<file path="src/rtl/mill_pkg.sv">
// Shared types and constants for the Modified Miller receive deframer.
package mill_pkg;

  typedef enum logic [1:0] {
    IDLE,
    DATA,
    END
  } state_e;

  localparam int unsigned CHAR_BITS        = 9;
  localparam int unsigned SHORT_FRAME_BITS = 7;
  localparam int unsigned DATA_BITS        = 8;

endpackage

</file>
<file path="src/rtl/mill_frame_deframer_etu_timeout.sv">
// Idle-silence counter: cleared while held or on every bit strobe, flags the
// last idle cycle so the frame can be closed on the following edge.
module etu_timeout #(
  parameter int unsigned IDLE_CYCLES = 16
) (
  input  logic clk,
  input  logic rst_n,
  input  logic hold,
  input  logic strobe,
  output logic expire
);

  localparam int unsigned TW = (IDLE_CYCLES > 1) ? $clog2(IDLE_CYCLES) : 1;
  localparam logic [TW-1:0] LAST = TW'(IDLE_CYCLES - 1);

  logic [TW-1:0] cnt_q, cnt_d;
  logic          clear;

  assign clear  = hold | strobe;
  // A strobe on the expiry cycle takes priority over the timeout.
  assign expire = !clear && (cnt_q == LAST);

  always_comb begin
    cnt_d = cnt_q;
    if (clear) begin
      cnt_d = '0;
    end else if (cnt_q != LAST) begin
      cnt_d = cnt_q + 1'b1;
    end
  end

  always_ff @(posedge clk or negedge rst_n) begin
    if (!rst_n) begin
      cnt_q <= '0;
    end else begin
      cnt_q <= cnt_d;
    end
  end

endmodule

</file>
<file path="src/rtl/mill_frame_deframer.sv">
// Strips SOF, assembles parity-checked characters and short frames from the
// decoded Miller bit stream; frame end is detected by strobe silence.
module mill_frame_deframer
  import mill_pkg::*;
#(
  parameter int unsigned IDLE_CYCLES = 16,
  parameter int unsigned CNT_W       = 8
) (
  input  logic             clk,
  input  logic             rst_n,
  input  logic             in_enable,
  input  logic             in_bit,
  input  logic             in_bit_valid,
  output logic [7:0]       out_byte,
  output logic             out_byte_valid,
  output logic             out_parity_err,
  output logic             out_frame_start,
  output logic             out_frame_end,
  output logic             out_short,
  output logic             out_abort,
  output logic [3:0]       out_residual,
  output logic [CNT_W-1:0] out_byte_count
);

  state_e                 state_q, state_d;
  logic [3:0]             bit_cnt_q, bit_cnt_d;
  logic [DATA_BITS-1:0]   shreg_q, shreg_d;
  logic [7:0]             byte_d;
  logic                   byte_valid_d, parity_err_d, start_d, end_d;
  logic                   short_d, abort_d;
  logic [3:0]             residual_d;
  logic [CNT_W-1:0]       count_d;
  logic                   timer_hold, expire;

  assign timer_hold = (state_q != DATA);

  etu_timeout #(
    .IDLE_CYCLES(IDLE_CYCLES)
  ) u_timeout (
    .clk   (clk),
    .rst_n (rst_n),
    .hold  (timer_hold),
    .strobe(in_bit_valid),
    .expire(expire)
  );

  always_comb begin
    state_d      = state_q;
    bit_cnt_d    = bit_cnt_q;
    shreg_d      = shreg_q;
    byte_d       = out_byte;
    parity_err_d = out_parity_err;
    short_d      = out_short;
    abort_d      = out_abort;
    residual_d   = out_residual;
    count_d      = out_byte_count;
    byte_valid_d = 1'b0;
    start_d      = 1'b0;
    end_d        = 1'b0;

    unique case (state_q)
      IDLE: begin
        if (in_enable && in_bit_valid) begin
          state_d   = DATA;
          start_d   = 1'b1;
          count_d   = '0;
          bit_cnt_d = '0;
          shreg_d   = '0;
        end
      end
      DATA: begin
        if (!in_enable) begin
          state_d    = IDLE;
          end_d      = 1'b1;
          abort_d    = 1'b1;
          short_d    = 1'b0;
          residual_d = bit_cnt_q;
        end else if (in_bit_valid) begin
          if (bit_cnt_q == 4'(CHAR_BITS - 1)) begin
            byte_d       = shreg_q;
            parity_err_d = (in_bit != ~^shreg_q);
            byte_valid_d = 1'b1;
            bit_cnt_d    = '0;
            if (out_byte_count != '1) begin
              count_d = out_byte_count + 1'b1;
            end
          end else begin
            shreg_d[bit_cnt_q[2:0]] = in_bit;
            bit_cnt_d               = bit_cnt_q + 4'd1;
          end
        end else if (expire) begin
          // The END cycle is the one in which the close pulse is visible.
          state_d = END;
          end_d   = 1'b1;
          abort_d = 1'b0;
          if ((out_byte_count == '0) && (bit_cnt_q == 4'(SHORT_FRAME_BITS))) begin
            short_d      = 1'b1;
            residual_d   = '0;
            byte_d       = {1'b0, shreg_q[6:0]};
            parity_err_d = 1'b0;
            byte_valid_d = 1'b1;
          end else begin
            short_d    = 1'b0;
            residual_d = bit_cnt_q;
          end
        end
      end
      END: begin
        state_d = IDLE;
      end
      default: begin
        state_d = IDLE;
      end
    endcase
  end

  always_ff @(posedge clk or negedge rst_n) begin
    if (!rst_n) begin
      state_q         <= IDLE;
      bit_cnt_q       <= '0;
      shreg_q         <= '0;
      out_byte        <= '0;
      out_byte_valid  <= 1'b0;
      out_parity_err  <= 1'b0;
      out_frame_start <= 1'b0;
      out_frame_end   <= 1'b0;
      out_short       <= 1'b0;
      out_abort       <= 1'b0;
      out_residual    <= '0;
      out_byte_count  <= '0;
    end else begin
      state_q         <= state_d;
      bit_cnt_q       <= bit_cnt_d;
      shreg_q         <= shreg_d;
      out_byte        <= byte_d;
      out_byte_valid  <= byte_valid_d;
      out_parity_err  <= parity_err_d;
      out_frame_start <= start_d;
      out_frame_end   <= end_d;
      out_short       <= short_d;
      out_abort       <= abort_d;
      out_residual    <= residual_d;
      out_byte_count  <= count_d;
    end
  end

endmodule

</file>
<file path="config.mk">
export PLATFORM = sky130hd
export DESIGN_NAME = mill_frame_deframer
export DESIGN_NICKNAME = d
export VERILOG_FILES = /design/src/rtl/mill_pkg.sv /design/src/rtl/mill_frame_deframer_etu_timeout.sv /design/src/rtl/mill_frame_deframer.sv
export SDC_FILE = /design/constraint.sdc
export NUM_CORES = 1
export LEC_CHECK = 0
export BUFFER_PORTS_ARGS = -buffer_cell sky130_fd_sc_hd__buf_4
export CORE_ASPECT_RATIO = 0.7
export CORE_MARGIN = 5
export CORE_UTILIZATION = 27
export CTS_BUF_LIST = sky130_fd_sc_hd__clkbuf_16
export CTS_CLUSTER_DIAMETER = 120
export CTS_CLUSTER_SIZE = 28
export DETAILED_ROUTE_END_ITERATION = 10
export GPL_ROUTABILITY_DRIVEN = 0
export SLEW_MARGIN = 20
export SYNTH_ARGS = -nofsm -noshare
export SYNTH_HDL_FRONTEND = slang
export SYNTH_SLANG_ARGS = --single-unit
</file>
<file path="constraint.sdc">
create_clock -name clk -period 4 [get_ports clk]
set_input_delay 0 -clock clk [delete_from_list [all_inputs] [get_ports clk]]
set_output_delay 0 -clock clk [all_outputs]
set_load 0.01 [all_outputs]
</file>
# After elaboration in Yosys (flattened, before gate mapping)
# Cells that the tools add are included.
dict set report totals {
  regBits 44
  in_bits 5
  output_inout_bits 26
}
dict set report classes {
  add_sub_neg 3
  n_lt_le_gt_ge 2
  eq_ne 19
  muxes 55
  bitwise 1
  reduce_logical 18
}
# op n
set ops {}
lappend ops {{two-way mux 8 bit} 12}
lappend ops {{two-way mux 4 bit} 10}
lappend ops {{one-hot mux 8 bit (2 select lines)} 2}
lappend ops {{two-way mux 1 bit} 23}
lappend ops {{!= test 2 bit (second input constant)} 7}
lappend ops {{AND reduction 5 bit} 2}
lappend ops {{adder 4 x 1 -> 4 bit (second input constant)} 2}
lappend ops {{adder 8 x 1 -> 8 bit (second input constant)} 1}
lappend ops {{bitwise mux 8 bit} 1}
lappend ops {{== test 4 bit (second input constant)} 2}
lappend ops {{logical NOT 8 bit} 1}
lappend ops {{two-way mux 2 bit} 4}
lappend ops {{!= test 8 bit (second input constant)} 1}
lappend ops {{one-hot mux 4 bit (2 select lines)} 1}
lappend ops {{nonzero test 2 bit} 4}
lappend ops {{XNOR reduction 8 bit} 1}
lappend ops {{!= test 2 x 1 -> 1 bit (second input constant)} 3}
lappend ops {{!= test 3 bit (second input constant)} 2}
lappend ops {{AND reduction 3 bit} 2}
lappend ops {{AND reduction 6 bit} 1}
lappend ops {{== test 4 x 3 -> 1 bit (second input constant)} 1}
lappend ops {{logical AND 1 bit} 4}
lappend ops {{less-than comparator 3 x 4 -> 1 bit (second input constant)} 1}
lappend ops {{!= test 4 bit (second input constant)} 1}
lappend ops {{9 further kinds} 9}

# Logic depth before layout (Yosys ltp)
# Gate-level depths: netlist of run 1.
dict set report depth {
  ltp_word 9
  depth_mapped 8
  mapped_depth_nobuf 6
}

# Hierarchy
# From an unflattened synthesis of run 1, not the netlist that was laid out.
dict set report hier_totals {
  cells_unflattened 210
  hier_area_um2 2208.4
}
# module instances cells_per_inst area_each_um2 seq_area_each_um2
set modules_own_cells {}
lappend modules_own_cells {mill_frame_deframer 1 190 1969.4 1001.0}
lappend modules_own_cells {etu_timeout 1 20 239.0 100.1}

# Worst setup path before layout of run 1
# No wires, ideal clock.
dict set report synth_path {
  path_kind {reg-to-reg}
  startpoint {reg bit_cnt_q[0]}
  endpoint {reg out_byte[0]}
  t_arrival_ns 1.731
  t_required_ns 3.875
  path_slack_ns 2.144
  stages_incl_launch_ff 9
  synth_period_minus_slack_ns 1.856
  cell_sequence {dfrtp_1 -> inv_1 -> ha_1 -> and3b_1 -> buf_6 -> and2_4 -> a31o_1 -> buf_6 -> mux2_4}
}
dict set report synth_via {
  elab_chain_len 4
}
# item line
set synth_lines {}
lappend synth_lines {{start, declared} mill_frame_deframer.sv:26} ;# logic [3:0] bit_cnt_q, bit_cnt_d;
lappend synth_lines {{start signal, assigned} mill_frame_deframer.sv:133} ;# bit_cnt_q <= bit_cnt_d;
lappend synth_lines {{== test 4 x 3 -> 1 bit} mill_frame_deframer.sv:96} ;# if ((out_byte_count == '0) && (bit_cnt_q == 4'(SHORT_FRAME_BITS))) begin
lappend synth_lines {{logical AND 1 bit} mill_frame_deframer.sv:96}
lappend synth_lines {{nonzero test 2 bit (no line)} --}
lappend synth_lines {{AND reduction 5 bit (no line) *} --}
lappend synth_lines {{end signal, assigned} mill_frame_deframer.sv:135} ;# out_byte <= byte_d;
lappend synth_lines {{end, declared} mill_frame_deframer.sv:14} ;# output logic [7:0] out_byte,
# Mark *: on every way between the ends. The rest lies on a longest branch, timed or not.
# A chain may end at the register's enable or synchronous reset.

# Worst setup path in the final report of run 1
dict set report layout_path {
  startpoint {reg state_q[0]}
  endpoint {reg out_byte[0]}
}
dict set report layout_via {
  elab_chain_len 6
}
# item line
set layout_lines {}
lappend layout_lines {{start, declared} mill_frame_deframer.sv:25} ;# state_e state_q, state_d;
lappend layout_lines {{start signal, assigned} mill_frame_deframer.sv:132} ;# state_q <= state_d;
lappend layout_lines {{!= test 2 x 1 -> 1 bit} mill_frame_deframer.sv:35} ;# assign timer_hold = (state_q != DATA);
lappend layout_lines {{bitwise OR 1 bit} mill_frame_deframer_etu_timeout.sv:19} ;# assign clear = hold | strobe;
lappend layout_lines {{logical NOT 1 bit} mill_frame_deframer_etu_timeout.sv:21} ;# assign expire = !clear && (cnt_q == LAST);
lappend layout_lines {{logical AND 1 bit} mill_frame_deframer_etu_timeout.sv:21}
lappend layout_lines {{nonzero test 2 bit (no line)} --}
lappend layout_lines {{AND reduction 5 bit (no line) *} --}
# Marked as above.

==> results of run 1 <==
-- cell families (layout without fill, tap and decap cells) --
family,after synthesis,in the layout,share of synthesized area (%)
adders and majority gates,5,5,2.73
AOI/OAI and AO/OA,57,57,16.8
muxes,13,13,7.32
buffers and inverters,23,48,4.81
and+or+nand+nor,65,65,16.7
xor gates and xnor gates,8,8,3.66
DFF,44,44,48.1
-- flip-flops by register name (all words and copies together), names as in the netlist --
| register | count |
|---|---|
| bit_cnt_q | 4 |
| out_abort | 1 |
| out_byte | 8 |
| out_byte_count | 8 |
| out_byte_valid | 1 |
| out_frame_end | 1 |
| out_frame_start | 1 |
| out_parity_err | 1 |
| out_residual | 4 |
| out_short | 1 |
| shreg_q | 8 |
| state_q | 2 |
| u_timeout.cnt_q | 4 |
-- report_power, final --
group	leakage (nW)	switching, mW	total (mW)	internal (mW)
registers	0.588	0.0478	0.515	0.467
clock network	0.0757	0.164	0.452	0.288
logic	0.572	0.0734	0.134	0.0605
-- final timing paths --
kind / from / slack [ps] / cells after the start / to
hold / removal: in_enable / 20 / 2 / out_short
max in group asynchronous: rst_n / 3360 / 2 / out_byte_valid
min in group asynchronous: rst_n / 250 / 2 / out_byte_count[6]
setup / recovery: state_q[0] / 1350 / 4 / out_byte[0]
setup reg to reg: state_q[0] / 1350 / 4 / out_byte[0]
hold reg to reg: out_abort / 480 / 1 / out_abort
-- routing by layer --
metal	track usage (%)	up-vias
met1	16.8	849
met5	0	-
met3	2.34	7
met2	15.6	62
met4	3.33	0
li1	-	833
-- placed cells by master (no fill, tap or decap), types with 3 or more instances in the layout --
cell type  synthesis  layout
nor2_1             7       7
xnor2_1            6       6
o22ai_1            3       3
nand3_1            7       7
or2_2              3       3
nor2b_1            3       3
buf_4              1      30
a31oi_1            3       3
a22o_1             7       7
a21oi_1            6       6
clkbuf_16          0       5
nand4_1            4       4
inv_1             10      10
dfrtp_1           44      44
o21ai_0           21      21
mux2i_1            4       4
nand2_1           13      13
mux2_4             7       7
nand2b_1           5       5
ha_1               5       5
nor3_1             4       4
-- layout make-up --
class,count,share of cell area (%)
sequential,44,40.0
multi-input combinational,148,39.3
timing repair buffer,32,8.92
tap,105,4.78
clock buffer,5,4.55
inverter,10,1.36
clock inverter,1,1.09
-- worst max-delay path, delay by kind of cell (launching register included) --
kind / cells / cell delay [ps]
flops: 1 / 600
simple gates: 2 / 970
compound gates: 1 / 600
mux: 1 / 350
-- metrics by stage --
stage	area, µm²	util (%)	cells	power (mW)	hold slack, ps
CTS	2750	32.8	345	1.11	4.23
detailed placement	2570	30.8	337	0.655	36.0
finish	2750	32.8	345	1.10	15.7
global placement	2570	30.8	337	0.653	31.1
floorplan	2290	-	215	0.597	-296
global route	2750	32.8	345	1.14	9.39
-- repair_timing --
action / 4_1_cts / 5_1_grt
buffers inserted: 0 / 0
endpoints found under the hold margin: 48 / 0
gates resized for setup: 0 / 0
hold buffers: 2 / 0
==> impl_metrics.py, run 1 <==
metrics = {
    "sta": {
        "fin_skew_ps": 6.21,
        "hold_viol_final": 0,
        "period_needed_ps": 2650,
        "rsz0062_at_grt": "false",
        "relSlewSlack_pct": 49.5,
        "setup_ws_ps": 1350,
        "max_freq_mhz": 378,
        "slew_viol_final": 0,
        "period_share_pct": 66.2,
        "tightest_slew_ps": 758,
        "final.setup.tns_ps": 0,
        "finalSetupViolations": 0,
    },
    "placement": {
        "io_buffers": 30,
        "place_ws_ps": 1430,
        "dp_hpwl_um": 3930,
    },
    "logic_synthesis": {
        "yosysWarnings": 0,
        "synth_common_cells": "dfrtp_1, o21ai_0, nand2_1, inv_1",
        "yosysUniqueCellTypes": 55,
        "ys.flop_type": "dfrtp_1",
        "synth_most_common_cell": "dfrtp_1",
        "synth_area_mm2": 0.00229,
        "synth_area_leaders": "dfrtp_1, mux2_4, o21ai_0",
        "synthesis.nets": 225,
        "ys_ff_latch": 44,
        "synth_cells": 215,
        "syn_area_per_cell_um2": 10.7,
        "synth-edff-count": 0,
        "synth_top_area_share_pct": 48.1,
        "synth_top_cell_by_area": "dfrtp_1",
        "async_flop_share_pct": 100,
        "synth.yosys.seq_area_share_pct": 48.1,
    },
    "critical_path": {
        "worstPathRequired_ps": 4160,
        "slowest_delay_ps": 600,
        "critical_path.endpoint_type": "register",
        "cp_slowest_cell": "dfrtp_1",
        "arrival_ps": 2810,
        "start_kind": "register",
        "worstPathCellList": "nand2b_1, nor3_2, a31o_1, mux2_4",
        "critPathMaxFanout": 19,
        "crit_type": "register to register",
    },
    "finish": {
        "num_antenna_cells": 0,
        "register_area_mm2": 0.00110,
        "n_fill_cell": 823,
        "multi_input_area_mm2": 0.00108,
        "synthToLayoutAreaGrowth_pct": 20.0,
        "final_layout_size_suffix_gt1_share_pct": 22.9,
        "final_nets": 251,
    },
    "pwr": {
        "leakagePower_nw": 1.24,
        "peakVddDrop_v": 0.000182,
        "pwr_density_cell_mw_per_mm2": 400,
    },
    "detailed_routing": {
        "wire_per_inst_um": 15.9,
        "highest_layer": "met4",
        "ant_nets": 0,
        "dr_wl_met3_um": 402,
        "wl_met2_um": 2230,
        "first_pass_iters": 4,
        "num_vias": 1751,
        "drt_iter0_drc": 199,
        "wl_um": 5500,
        "drcViolationCount": 0,
        "vias_per_cell": 5.08,
        "wl_met1_um": 2790,
    },
    "outcome": {
        "status": "completed",
    },
    "floorplan": {
        "initial_utilization_pct": 27.4,
        "die_x_um": 120,
        "core-area_mm2": 0.00837,
        "chipHeight_um": 87.1,
        "fp-row-count": 28,
        "dieArea_mm2": 0.0105,
        "io_pins": 31,
    },
    "cts": {
        "cts-buffers-inserted": 5,
        "path_clk_slew_ps": 60,
        "tritoncts": "yes",
        "htree_levels": 2,
        "clock_sinks": 44,
        "cts_buffer_depth": 2,
        "clock_latency_ps": 280,
        "cts_root_buf": "clkbuf_16",
    },
    "run": {
        "cap_violations": 0,
    },
    "global_routing": {
        "gr-usage-all-layers_pct": 11.1,
        "grt_pass1_vias": 1751,
        "grt-ovfl-total": 0,
        "antenna_found_initial": 0,
        "grt_max_degree": 45,
        "grt_pass1_wl_um": 9290,
    },
    "min_path": {
        "hold_class": "input port to register",
    },
}
No activity file was read; power rests on OpenSTA's default activity.
==> run 2: changes to the inputs <==
--- a/config.mk
+++ b/config.mk
@@ -5,6 +5,7 @@
 export SDC_FILE = /design/constraint.sdc
 export NUM_CORES = 1
 export LEC_CHECK = 0
+export ABC_AREA = 1
 export BUFFER_PORTS_ARGS = -buffer_cell sky130_fd_sc_hd__buf_4
 export CORE_ASPECT_RATIO = 0.7
 export CORE_MARGIN = 5
==> constraint.sdc (replaced) <==
create_clock -name clk -period 2.6 [get_ports clk]
set_input_delay 0 -clock clk [delete_from_list [all_inputs] [get_ports clk]]
set_output_delay 0 -clock clk [all_outputs]
set_load 0.01 [all_outputs]
==> run 2 against run 1 <==
  * Worst setup slack worse by 610 ps
  * Register-to-register slack worse by 610 ps
  * Wire length is 5.1% lower
  * Utilization is 0.64 points higher
  * Sequential cell count stayed put
  * Clock power is 35% higher
  * Clock-buffer cell count stayed put
  * Via count is 11% higher
  * Design area is 3.2% higher
  * Fmax is 42% higher
  * Critical path type unchanged
==> impl_metrics.py, run 2 <==
metrics = {
    "sta": {
        "slew_viol_final": 0,
        "finalSetupViolations": 0,
        "relSlewSlack_pct": 62.4,
        "period_share_pct": 71.6,
        "fin_skew_ps": 5.40,
        "setup_ws_ps": 739,
        "max_freq_mhz": 537,
        "rsz0062_at_grt": "false",
        "final.setup.tns_ps": 0,
        "tightest_slew_ps": 564,
        "hold_viol_final": 0,
        "period_needed_ps": 1860,
    },
    "finish": {
        "top_regs": "out_byte: 8 flops, out_byte_count: 8 flops, shreg_q: 8 flops",
        "stdcell_area_mm2": 0.00284,
        "final_layout_size_suffix_gt1_share_pct": 19.1,
        "register_area_mm2": 0.00110,
        "synthToLayoutAreaGrowth_pct": 20.3,
        "layout_commonest_cell": "nand2_1",
        "fin_cells": 449,
        "fin_util_pct": 33.5,
        "final_cell_mix": "nand2_1, dfrtp_1, inv_1, nand3_1, buf_4",
        "multi_input_area_mm2": 0.00108,
        "final_nets": 339,
        "num_antenna_cells": 0,
        "n_fill_cell": 905,
    },
    "global_routing": {
        "grt_max_degree": 45,
        "grt_pass1_wl_um": 8710,
        "grt-ovfl-total": 0,
        "antenna_found_initial": 0,
        "grt_pass1_vias": 1777,
        "gr-usage-all-layers_pct": 10.1,
    },
    "cts": {
        "path_clk_slew_ps": 60,
        "cts_root_buf": "clkbuf_16",
        "tritoncts": "yes",
        "cts-buffers-inserted": 5,
        "clock_latency_ps": 280,
        "htree_levels": 2,
        "clock_sinks": 44,
        "postCtsSetupBuffers": 0,
        "cts_buffer_depth": 2,
    },
    "detailed_routing": {
        "num_vias": 1948,
        "drcViolationCount": 0,
        "drt_iter0_drc": 96,
        "wire_per_inst_um": 11.6,
        "first_pass_iters": 4,
        "wl_um": 5210,
        "ant_nets": 0,
        "vias_per_cell": 4.34,
    },
    "floorplan": {
        "initial_utilization_pct": 27.8,
        "io_pins": 31,
        "fp-row-count": 28,
        "die_x_um": 122,
        "dieArea_mm2": 0.0107,
        "chipHeight_um": 88.2,
        "core-area_mm2": 0.00848,
    },
    "logic_synthesis": {
        "synth_most_common_cell": "nand2_1",
        "synth_top_area_share_pct": 46.7,
        "synth_area_leaders": "dfrtp_1, nand2_1, nand3_1",
        "yosysUniqueCellTypes": 29,
        "synthesis.nets": 306,
        "synth_common_cells": "nand2_1, dfrtp_1, inv_1, nand3_1, o21ai_0",
        "synth-edff-count": 0,
        "synth_cells": 296,
        "syn_area_per_cell_um2": 7.97,
        "synth.yosys.seq_area_share_pct": 46.7,
        "yosysWarnings": 0,
        "synth_area_mm2": 0.00236,
        "async_flop_share_pct": 100,
        "synth_top_cell_by_area": "dfrtp_1",
        "ys.flop_type": "dfrtp_1",
        "ys_ff_latch": 44,
    },
    "critical_path": {
        "worstSetupStartpoint": "bit_cnt_q[0]",
        "arrival_ps": 2040,
        "crit_path_end": "out_byte_count[7]",
        "start_kind": "register",
        "worstPathRequired_ps": 2780,
        "regToRegEndpoint": "out_byte_count[7]",
        "critPathMaxFanout": 14,
        "crit_type": "register to register",
        "r2r_start": "bit_cnt_q[0]",
        "reg2reg_setup_slack_ps": 740,
        "critical_path.endpoint_type": "register",
        "r2r.worst_path.cells": 10,
    },
    "run": {
        "cap_violations": 0,
    },
    "outcome": {
        "status": "completed",
    },
    "placement": {
        "place_inst": 441,
        "placed_cell_area_mm2": 0.00269,
        "io_buffers": 30,
        "dp_hpwl_um": 3880,
        "place_ws_ps": 768,
    },
    "pwr": {
        "leakagePower_nw": 1.44,
        "peakVddDrop_v": 0.000194,
        "pwr_density_cell_mw_per_mm2": 564,
    },
    "min_path": {
        "hold_class": "input port to register",
        "hp-start": "in_bit_valid",
    },
}
[run 2: cells by family after synthesis]
family,share of synthesized area [%]
AOI/OAI and AO/OA,7.00
xor gates and xnor gates,0.371
adders and majority gates,2.65
buffers and inverters,7.63
DFF,46.7
and+or+nand+nor,35.7
[run 2: power by group]
group / leakage (nW) / total [mW] / switching, mW / internal, mW
Sequential: 0.599 / 0.769 / 0.0460 / 0.723
Clock: 0.0657 / 0.612 / 0.263 / 0.349
Combinational: 0.780 / 0.222 / 0.137 / 0.0849
Total: 1.44 / 1.60 / 0.445 / 1.16
[run 2: worst max-delay path: stages, from the launching register on]
cell	delay, ps
dfrtp_1	490
inv_1	160
ha_1	220
nand2_1	70
nor2_2	50
nor2_1	280
nor2_4	80
nand2_2	230
inv_1	70
nand2_1	70
nand2_1	40
[run 2: area by class of cell]
class                   instances  share of cell area, %
repair buffers                 31                   8.29
flip-flops and latches         44                   38.8
clock buffers                   5                   4.41
inverters                      36                   4.80
well taps                     120                   5.29
multi-input cells             211                   38.0
clock inverters                 2                  0.441
[run 2: routing by layer]
metal	vias up	GRT usage, %	wire [µm]
li1	1012	-	-
met1	895	14.6	2660
met2	37	15.1	2250
met3	4	2.75	278
met4	0	2.44	27
met5	-	0	0
[run 2: metrics by stage]
| stage | power (mW) | hold WS, ps |
|---|---|---|
| after floorplan | 0.912 | -296 |
| after global placement | 0.999 | 36.5 |
| after detailed placement | 1.01 | 38.0 |
| after CTS | 1.63 | 67.9 |
| after global routing | 1.69 | 94.5 |
| final | 1.60 | 75.5 |
[run 2: timing repair]
action                                 4_1_cts  5_1_grt
gates resized for setup                      0        0
endpoints found under the hold margin       44        0
hold buffers                                 1        0
[run 2: worst min path at each step]
stage	endpoint	slack, ps	depth (start not counted)
6_report	u_timeout.cnt_q[2]	80	4
5_1_grt	u_timeout.cnt_q[2]	90	4
4_1_cts	u_timeout.cnt_q[2]	70	4
3_5_place_dp	out_byte_count[1]	40	1
3_3_place_gp	out_byte_count[1]	40	1
2_1_floorplan	bit_cnt_q[0]	-300	0
